<file path="config.mk">
export PLATFORM = sky130hd
export DESIGN_NAME = pc_fetch
export DESIGN_NICKNAME = d
export VERILOG_FILES = /design/src/rtl/pc_fetch_pkg.sv /design/src/rtl/pc_fetch_next_pc_calc.sv /design/src/rtl/pc_fetch.sv
export SDC_FILE = /design/constraint.sdc
export NUM_CORES = 1
export LEC_CHECK = 0
export ABC_AREA = 1
export BUFFER_PORTS_ARGS = -buffer_cell sky130_fd_sc_hd__buf_4
export CELL_PAD_IN_SITES_DETAIL_PLACEMENT = 1
export CELL_PAD_IN_SITES_GLOBAL_PLACEMENT = 1
export CORE_ASPECT_RATIO = 2
export CORE_MARGIN = 1
export CORE_UTILIZATION = 38
export CTS_CLUSTER_DIAMETER = 120
export DETAILED_ROUTE_END_ITERATION = 16
export PLACE_DENSITY = 0.78
export SYNTH_ARGS = -nofsm -noshare
export SYNTH_HDL_FRONTEND = slang
export SYNTH_SLANG_ARGS = --single-unit
</file>
<file path="constraint.sdc">
create_clock -name clk -period 6.4 [get_ports clk]
set_input_delay 0.64 -clock clk [delete_from_list [all_inputs] [get_ports clk]]
set_output_delay 0.64 -clock clk [all_outputs]
set_load 0.02 [all_outputs]
</file>
<file path="src/rtl/pc_fetch_pkg.sv">
// Shared encodings and payload types for the PC / instruction-fetch stage.
package pc_fetch_pkg;

  localparam int unsigned XLEN = 32;

  typedef enum logic [1:0] {
    PC_SEQ = 2'b00,
    PC_BR  = 2'b01,
    PC_J   = 2'b10,
    PC_JR  = 2'b11
  } pc_src_e;

  typedef enum logic [1:0] {
    ST_REQ  = 2'b00,
    ST_DROP = 2'b01,
    ST_FULL = 2'b10
  } fetch_state_e;

  // One fetched instruction together with the address it came from.
  typedef struct packed {
    logic [XLEN-1:0] pc;
    logic [XLEN-1:0] inst;
  } fetch_pkt_t;

endpackage

</file>
<file path="src/rtl/pc_fetch_next_pc_calc.sv">
// Redirect target for the instruction held in decode: branch, jump or register jump.
module next_pc_calc
  import pc_fetch_pkg::*;
(
  input  logic [XLEN-1:0] inst_pc_i,
  input  logic [25:0]     inst_i,
  input  logic [XLEN-1:0] rs_val_i,
  input  logic [1:0]      pc_src_i,
  output logic [XLEN-1:0] target_c_o
);

  logic [XLEN-1:0] p4;
  logic [XLEN-1:0] br_off;

  assign p4     = inst_pc_i + XLEN'(4);
  assign br_off = {{14{inst_i[15]}}, inst_i[15:0], 2'b00};

  always_comb begin
    target_c_o = p4;
    case (pc_src_e'(pc_src_i))
      PC_BR:   target_c_o = p4 + br_off;
      PC_J:    target_c_o = {p4[31:28], inst_i[25:0], 2'b00};
      PC_JR:   target_c_o = rs_val_i;
      default: target_c_o = p4;
    endcase
  end

endmodule

</file>
<file path="src/rtl/pc_fetch.sv">
// PC register, req/ack fetch port with a one-entry skid buffer, decode-facing
// instruction register and a saturating count of squashed fetches.
module pc_fetch
  import pc_fetch_pkg::*;
#(
  parameter logic [31:0]  RESET_PC     = 32'h0000_0000,
  parameter int unsigned  SQUASH_CNT_W = 16
) (
  input  logic                    clk,
  input  logic                    reset,
  input  logic                    stall,
  input  logic [1:0]              pc_src,
  input  logic [XLEN-1:0]         rs_val,
  output logic                    imem_req,
  output logic [XLEN-1:0]         imem_addr,
  input  logic                    imem_ack,
  input  logic [XLEN-1:0]         imem_rdata,
  output logic [XLEN-1:0]         inst_out,
  output logic [XLEN-1:0]         inst_pc,
  output logic                    inst_valid,
  output logic [SQUASH_CNT_W-1:0] squash_cnt
);

  fetch_state_e            state_q, state_d;
  logic [XLEN-1:0]         pc_q, pc_d;
  logic [XLEN-1:0]         addr_q, addr_d;
  fetch_pkt_t              inst_q, inst_d;
  fetch_pkt_t              skid_q, skid_d;
  logic                    valid_q, valid_d;
  logic                    req_q, req_d;
  logic [SQUASH_CNT_W-1:0] squash_q, squash_d;
  logic                    squash_inc;

  logic                    consume;
  logic                    redirect;
  logic                    slot_free;
  logic [XLEN-1:0]         target;

  assign consume   = valid_q & ~stall;
  assign redirect  = consume & (pc_src_e'(pc_src) != PC_SEQ);
  assign slot_free = ~valid_q | consume;

  next_pc_calc u_next_pc_calc (
    .inst_pc_i  (inst_q.pc),
    .inst_i     (inst_q.inst[25:0]),
    .rs_val_i   (rs_val),
    .pc_src_i   (pc_src),
    .target_c_o (target)
  );

  // Next-state, fetch address and decode-register update.
  always_comb begin
    state_d    = state_q;
    pc_d       = pc_q;
    addr_d     = addr_q;
    inst_d     = inst_q;
    skid_d     = skid_q;
    valid_d    = valid_q;
    squash_inc = 1'b0;

    case (state_q)
      ST_REQ: begin
        if (redirect) begin
          pc_d    = target;
          valid_d = 1'b0;
          if (imem_ack) begin
            squash_inc = 1'b1;
            addr_d     = target;
          end else begin
            state_d = ST_DROP;
          end
        end else if (imem_ack) begin
          if (slot_free) begin
            inst_d  = '{pc: addr_q, inst: imem_rdata};
            valid_d = 1'b1;
          end else begin
            skid_d  = '{pc: addr_q, inst: imem_rdata};
            state_d = ST_FULL;
          end
          addr_d = addr_q + XLEN'(4);
          pc_d   = addr_q + XLEN'(4);
        end else if (consume) begin
          valid_d = 1'b0;
        end
      end
      // Wrong-path request still outstanding; swallow its data before refetching.
      ST_DROP: begin
        if (imem_ack) begin
          squash_inc = 1'b1;
          addr_d     = pc_q;
          state_d    = ST_REQ;
        end
      end
      ST_FULL: begin
        if (redirect) begin
          squash_inc = 1'b1;
          addr_d     = target;
          pc_d       = target;
          valid_d    = 1'b0;
          state_d    = ST_REQ;
        end else if (consume) begin
          inst_d  = skid_q;
          valid_d = 1'b1;
          state_d = ST_REQ;
        end
      end
      default: state_d = ST_REQ;
    endcase

    squash_d = (squash_inc && (squash_q != '1)) ? squash_q + SQUASH_CNT_W'(1) : squash_q;
    req_d    = (state_d != ST_FULL);
  end

  always_ff @(posedge clk or posedge reset) begin
    if (reset) begin
      state_q  <= ST_REQ;
      pc_q     <= RESET_PC;
      addr_q   <= RESET_PC;
      inst_q   <= '0;
      skid_q   <= '0;
      valid_q  <= 1'b0;
      req_q    <= 1'b1;
      squash_q <= '0;
    end else begin
      state_q  <= state_d;
      pc_q     <= pc_d;
      addr_q   <= addr_d;
      inst_q   <= inst_d;
      skid_q   <= skid_d;
      valid_q  <= valid_d;
      req_q    <= req_d;
      squash_q <= squash_d;
    end
  end

  assign imem_req   = req_q;
  assign imem_addr  = addr_q;
  assign inst_out   = inst_q.inst;
  assign inst_pc    = inst_q.pc;
  assign inst_valid = valid_q;
  assign squash_cnt = squash_q;

endmodule

</file>
# Word-level counts from Yosys, hierarchy flattened
# Cells that the tools add are included.
# word_totals
register_bits,212
latchBits,0
ram_bits,0
rom_bits,0
output_inout_bits,114
mem_count,0
# op_classes
add_sub_neg,4
n_mul,0
div_mod_pow,0
n_lt_le_gt_ge,0
n_eq_ne,18
shift,0
muxes,34
bitwise_logic,7
n_reduce_logical,10
# ops
op,count
$mux 64,5
$mux 32,6
$pmux 32 s3,2
$pmux 64 s2,1
$add 32x3->32 const B,2
$pmux 32 s2,1
$add 32x32->32,1
$add 16x1->16 const B,1
$ne 16x16->1 const B,1
$ne 2x2->1 const B,8
$mux 2,7
$reduce_and 4->1,3
$mux 1,9
$ne 4x4->1 const B,2
$eq 2x2->1 const B,3
$ne 3x3->1 const B,2
$pmux 2 s3,1
$reduce_and 6->1,1
$eq 2x1->1 const B,2
$not 1->1,4
$reduce_bool 2->1,2
$pmux 1 s3,1
$reduce_and 3->1,1
$reduce_bool 3->1,1
5 further kinds,6

# Longest topological paths before layout
# depth
word_depth,8
depth_mapped,28

# By module
# From an unflattened synthesis, not the netlist that was laid out.
# unflattened
hier_cells,2157
area_unflattened_um2,14486.4
# by_module_without_submodules
mod,instances,cells_each,area_per_inst_um2
pc_fetch,1,1449,10877.9
next_pc_calc,1,708,3608.5

# Worst setup path before layout
# Ideal clock, no wire load.
# synth_path
path_type,flip-flop to flip-flop
start,reg inst_q (netlist bit inst_pc[3])
end,reg addr_q[31] (netlist: imem_addr[31])
arrival_ps,2944
required_ps,6283
path_slack_ps,3339
path_stages_with_launch,24
path_buffers,0
path_cell_list,dfrtp_1 ha_1 inv_1 nor2_4 nand2_2 nor2_2 nand2_2 nor2_4 xor2_1 inv_1 ha_1 inv_1 nor3_1 nand2_1 nor2_1 nand2_1 nand2_1 nand2_1 nand3_1 nand2_2 nand2_1 nand3_1 nand3_1 nand2_1
# synth_between
elab_chain_cells,6
# synth_lines
item,line,text
start: declaration,pc_fetch.sv:27,"fetch_pkt_t inst_q, inst_d;"
start signal: assignment,pc_fetch.sv:128,inst_q <= inst_d;
$add 32x3->32 *,pc_fetch_next_pc_calc.sv:15,assign p4 = inst_pc_i + XLEN'(4);
$add 32x32->32,pc_fetch_next_pc_calc.sv:21,PC_BR: target_c_o = p4 + br_off;
$pmux 32 s3 *,pc_fetch_next_pc_calc.sv:20,case (pc_src_e'(pc_src_i))
$mux 32,pc_fetch.sv:66,if (imem_ack) begin
$mux 32,pc_fetch.sv:63,if (redirect) begin
$pmux 32 s3 *,pc_fetch.sv:61,case (state_q)
end signal: assignment,pc_fetch.sv:127,addr_q <= addr_d;
end: declaration,pc_fetch.sv:26,"logic [XLEN-1:0] addr_q, addr_d;"
# Every way passes the cells marked *; elsewhere a longest branch is shown, timed or not. The select of a mux whose other input is x is not followed.
# A chain may end at the register's enable or synchronous reset.

# Worst setup path in the final report
# layout_path
start,reg inst_q (netlist bit inst_pc[3])
end,reg pc_q[29]
# layout_between
elab_chain_cells,5
# layout_lines
item,line,text
$add 32x3->32 *,pc_fetch_next_pc_calc.sv:15,
$add 32x32->32,pc_fetch_next_pc_calc.sv:21,
$pmux 32 s3 *,pc_fetch_next_pc_calc.sv:20,
"$mux 32, on equally long branches","pc_fetch.sv:95, pc_fetch.sv:63",
$pmux 32 s2 *,pc_fetch.sv:61,
end signal: assignment,pc_fetch.sv:126,pc_q <= pc_d;
end: declaration,pc_fetch.sv:25,"logic [XLEN-1:0] pc_q, pc_d;"
# Marked as above.

==> impl_metrics.env <==
export IMPL_rsz0062_at_grt="no"
export IMPL_die_area_um2=39200
export IMPL_dp_hpwl_um=46800
export IMPL_antenna_found_initial=1
export IMPL_cts_root_buf="clkbuf_16"
export IMPL_slowest_stage="dfrtp_1"
export IMPL_drive_gt1_share_pct=12.6
export IMPL_place_congestion=1.02
export IMPL_grt_max_degree=166
export IMPL_synth_ff_type="dfrtp_1"
export IMPL_cts_hold_buf=0
export IMPL_hold_slack_ps=87.9
export IMPL_fin_util_pct=44.9
export IMPL_r2r_start="inst_pc[3]"
export IMPL_pwr_share_seq_pct=27.0
export IMPL_cts_htree_levels=1
export IMPL_ys_ff_latch=212
export IMPL_critical_path_max_stage_delay_ps=540
export IMPL_grtUsageMet2_pct=57.4
export IMPL_pwr_share_comb_pct=58.8
export IMPL_cap_violations=0
export IMPL_status="finished, final reports clean"
export IMPL_synth_xor_area_share_pct=3.30
export IMPL_use_met3_pct=2.97
export IMPL_crit_cells=24
export IMPL_finalHoldViolations=0
export IMPL_die_height_um=279
export IMPL_internal_power_uw=4590
export IMPL_setup_violations=0
export IMPL_p_switching_uw=5240
export IMPL_grt_pass1_wl_um=93800
export IMPL_clkLatencyLatePin_ps=550
export IMPL_finalWirelength_um=61600
export IMPL_worstSetupStartpoint="inst_pc[3]"
export IMPL_tns_ps=0
export IMPL_crit_path_end="pc_q[29]"
export IMPL_r2r_slack_ps=1960
export IMPL_grt_pass1_vias=16300
export IMPL_grtUsageMet1_pct=34.3
export IMPL_min_period_over_period_pct=69.4
export IMPL_crit_chain="ha_1 > inv_1 > nor2_4 > nand2_2 > nor2_2 > nand2_2 > nor2_4 > nand2_1 > xor2_1 > inv_1 > ha_1 > a21oi_1 > nor2_1 > nor2_1 > nand2_1 > a21oi_1 > nand2_1 > nand2_1 > nand3_1 > nand2_1 > nand2_1 > nand2_1 > nand2_1 > a21oi_1"
export IMPL_cts_sinks=212
export IMPL_post_cts_buffers=0
export IMPL_synth_seq_area_share_pct=36.4
export IMPL_power_uw=9840
export IMPL_core_um2=37900
export IMPL_path_clk_slew_ps=70
export IMPL_p_leak_uw=0.00860
export IMPL_synth_compound_area_share_pct=17.5
export IMPL_critPathKind="reg -> reg"
export IMPL_final_cell_mix="681 x nand2_1, 233 x inv_1, 211 x dfrtp_1"
export IMPL_synth_fp_nets=2242
export IMPL_ir_drop_uv=272
export IMPL_r2r_cells=24
export IMPL_setup_ws_ps=1960
export IMPL_cts_buffer_depth=3
export IMPL_io_buffers=183
export IMPL_overflow=0
export IMPL_synthMuxAreaShare_pct=0.206
export IMPL_syn_avg_cell_area_um2=6.86
export IMPL_ys_warn_count=0
export IMPL_initial_core_util_pct=38.5
export IMPL_drc_errors=0
export IMPL_cts_tree="built"
export IMPL_ctsResizeCount=0
export IMPL_endpoint_kind="register"
export IMPL_crit_buf_inv=2
export IMPL_synth_cell_type_count=51
export IMPL_vias=15400
export IMPL_final_nets=2372
export IMPL_finalMaxSlewViolations=0
export IMPL_power_density_nw_per_um2=577
export IMPL_cp_arrival_ps=4910
export IMPL_fp_row_count=101
export IMPL_synth_adder_area_share_pct=3.82
export IMPL_final_common_cell="nand2_1"
export IMPL_clkPwrFrac_pct=14.2
export IMPL_cts_inserted_buffers=23
export IMPL_yosys_area_share_simple_pct=29.6
export IMPL_synth_top_family_by_area="simple AND/OR/NAND/NOR gates"
export IMPL_timing_fmax_ghz=0.225
export IMPL_critPathTopFamily="simple AND/OR/NAND/NOR gates"
export IMPL_slew_headroom_pct=24.8
export IMPL_syn_area_um2=14600
export IMPL_dieWidth_um=141
export IMPL_r2r_end="pc_q[29]"
export IMPL_crit_fanout=6
export IMPL_ys_async_sr_fraction_pct=100
export IMPL_detail_route_antenna_nets=0
export IMPL_finalClockSkew_ps=18.5
export IMPL_worstPathRequired_ps=6870
export IMPL_via_per_inst=5.61
export IMPL_busiest_layer="met2"
export IMPL_switching_share_pct=53.3
export IMPL_area_delta_synth_final_pct=16.8
export IMPL_worstHoldPathType="in -> async"
export IMPL_cp_start_kind="register"
export IMPL_dp_slack_ps=2030
export IMPL_drt_first_pass_iters=5
export IMPL_grt_use_total_pct=31.7
export IMPL_finalCriticalPeriod_ps=4440
export IMPL_wl_per_cell_um=22.5
export IMPL_synth_edff_count=0
export IMPL_syn_inst=2128
export IMPL_worstMarginPinSlew_ps=1130
export IMPL_first_iter_violations=832
export IMPL_path_common_cell="nand2_1"
export IMPL_ios=184
-- cells by family after synthesis --
family / Yosys count
and+or+nand+nor: 1023
AOI/OAI and AO/OA: 451
xor gates and xnor gates: 55
buffers and inverters: 340
DFF: 212
adders and majority gates: 44
muxes: 3
-- per-layer routing --
metal	vias up	wire, µm
met2	473	31700
met1	7524	23000
li1	7172	-
met4	0	4730
met5	-	0
met3	194	2220
-- worst min path at each step --
stage	start	to	slack, ps	depth (start not counted)
floorplan	skid_q[0]	skid_q[0]	450	2
global placement	skid_q[37]	skid_q[37]	460	2
detailed placement	skid_q[39]	skid_q[39]	470	2
CTS	reset	squash_cnt[9]	80	2
global route	reset	squash_cnt[11]	110	2
finish	reset	squash_cnt[9]	90	2
-- worst reg2reg max path, stage by stage, from the launching register on --
cell and delay (ps):
dfrtp_1 540, ha_1 260, inv_1 80, nor2_4 120, nand2_2 90, nor2_2 190
nand2_2 140, nor2_4 150, nand2_1 80, xor2_1 360, inv_1 110, ha_1 390
a21oi_1 400, nor2_1 80, nor2_1 220, nand2_1 100, a21oi_1 240, nand2_1 100
nand2_1 70, nand3_1 70, nand2_1 180, nand2_1 110, nand2_1 90, nand2_1 50
a21oi_1 160
-- final cells by class --
cell class	count	area (µm²)
antenna	1	2.50
clock buffer	30	642
clock inverter	10	124
fill	4943	20900
inverter	250	948
multi-input combinational	1576	7960
sequential	212	5310
tap	463	579
timing repair buffer	195	1480
-- cell usage after synthesis, types with 9 or more instances --
master,n,area [µm²]
nand2_1,681,2560
inv_1,235,882
dfrtp_1,211,5280
o21ai_0,197,986
nor2_1,127,477
a21oi_1,122,611
nand3_1,108,541
clkbuf_1,57,214
o211ai_1,47,353
xor2_1,46,403
ha_1,43,538
nor3_1,28,140
o21a_1,28,210
nand4_1,24,150
buf_2,23,115
o21ai_1,18,90.1
a221oi_1,13,114
inv_2,11,41.3
xnor2_1,9,78.8
-- sequential cells by signal, summed over array words and instances (netlist names) --
name / count
skid_q: 64
imem_addr: 32
inst_out: 32
inst_pc: 32
pc_q: 32
squash_cnt: 16
state_q: 2
imem_req: 1
inst_valid: 1
-- power groups by stage --
stage / clock network [µW] / logic [µW] / registers (µW)
6_report: 1400 / 5780 / 2650
5_1_grt: 1470 / 6360 / 2710
3_3_place_gp: 0 / 5550 / 2620
4_1_cts: 1430 / 5770 / 2640
2_1_floorplan: 0 / 3400 / 2760
3_5_place_dp: 0 / 5730 / 2650
-- through the flow --
stage | area [µm²] | instances
after global placement | 16300 | 2696
after CTS | 17000 | 2736
final | 17000 | 2737
after floorplan | 14600 | 2128
after detailed placement | 16300 | 2696
after global routing | 17000 | 2737
No activity file was read; power rests on OpenSTA's default activity.
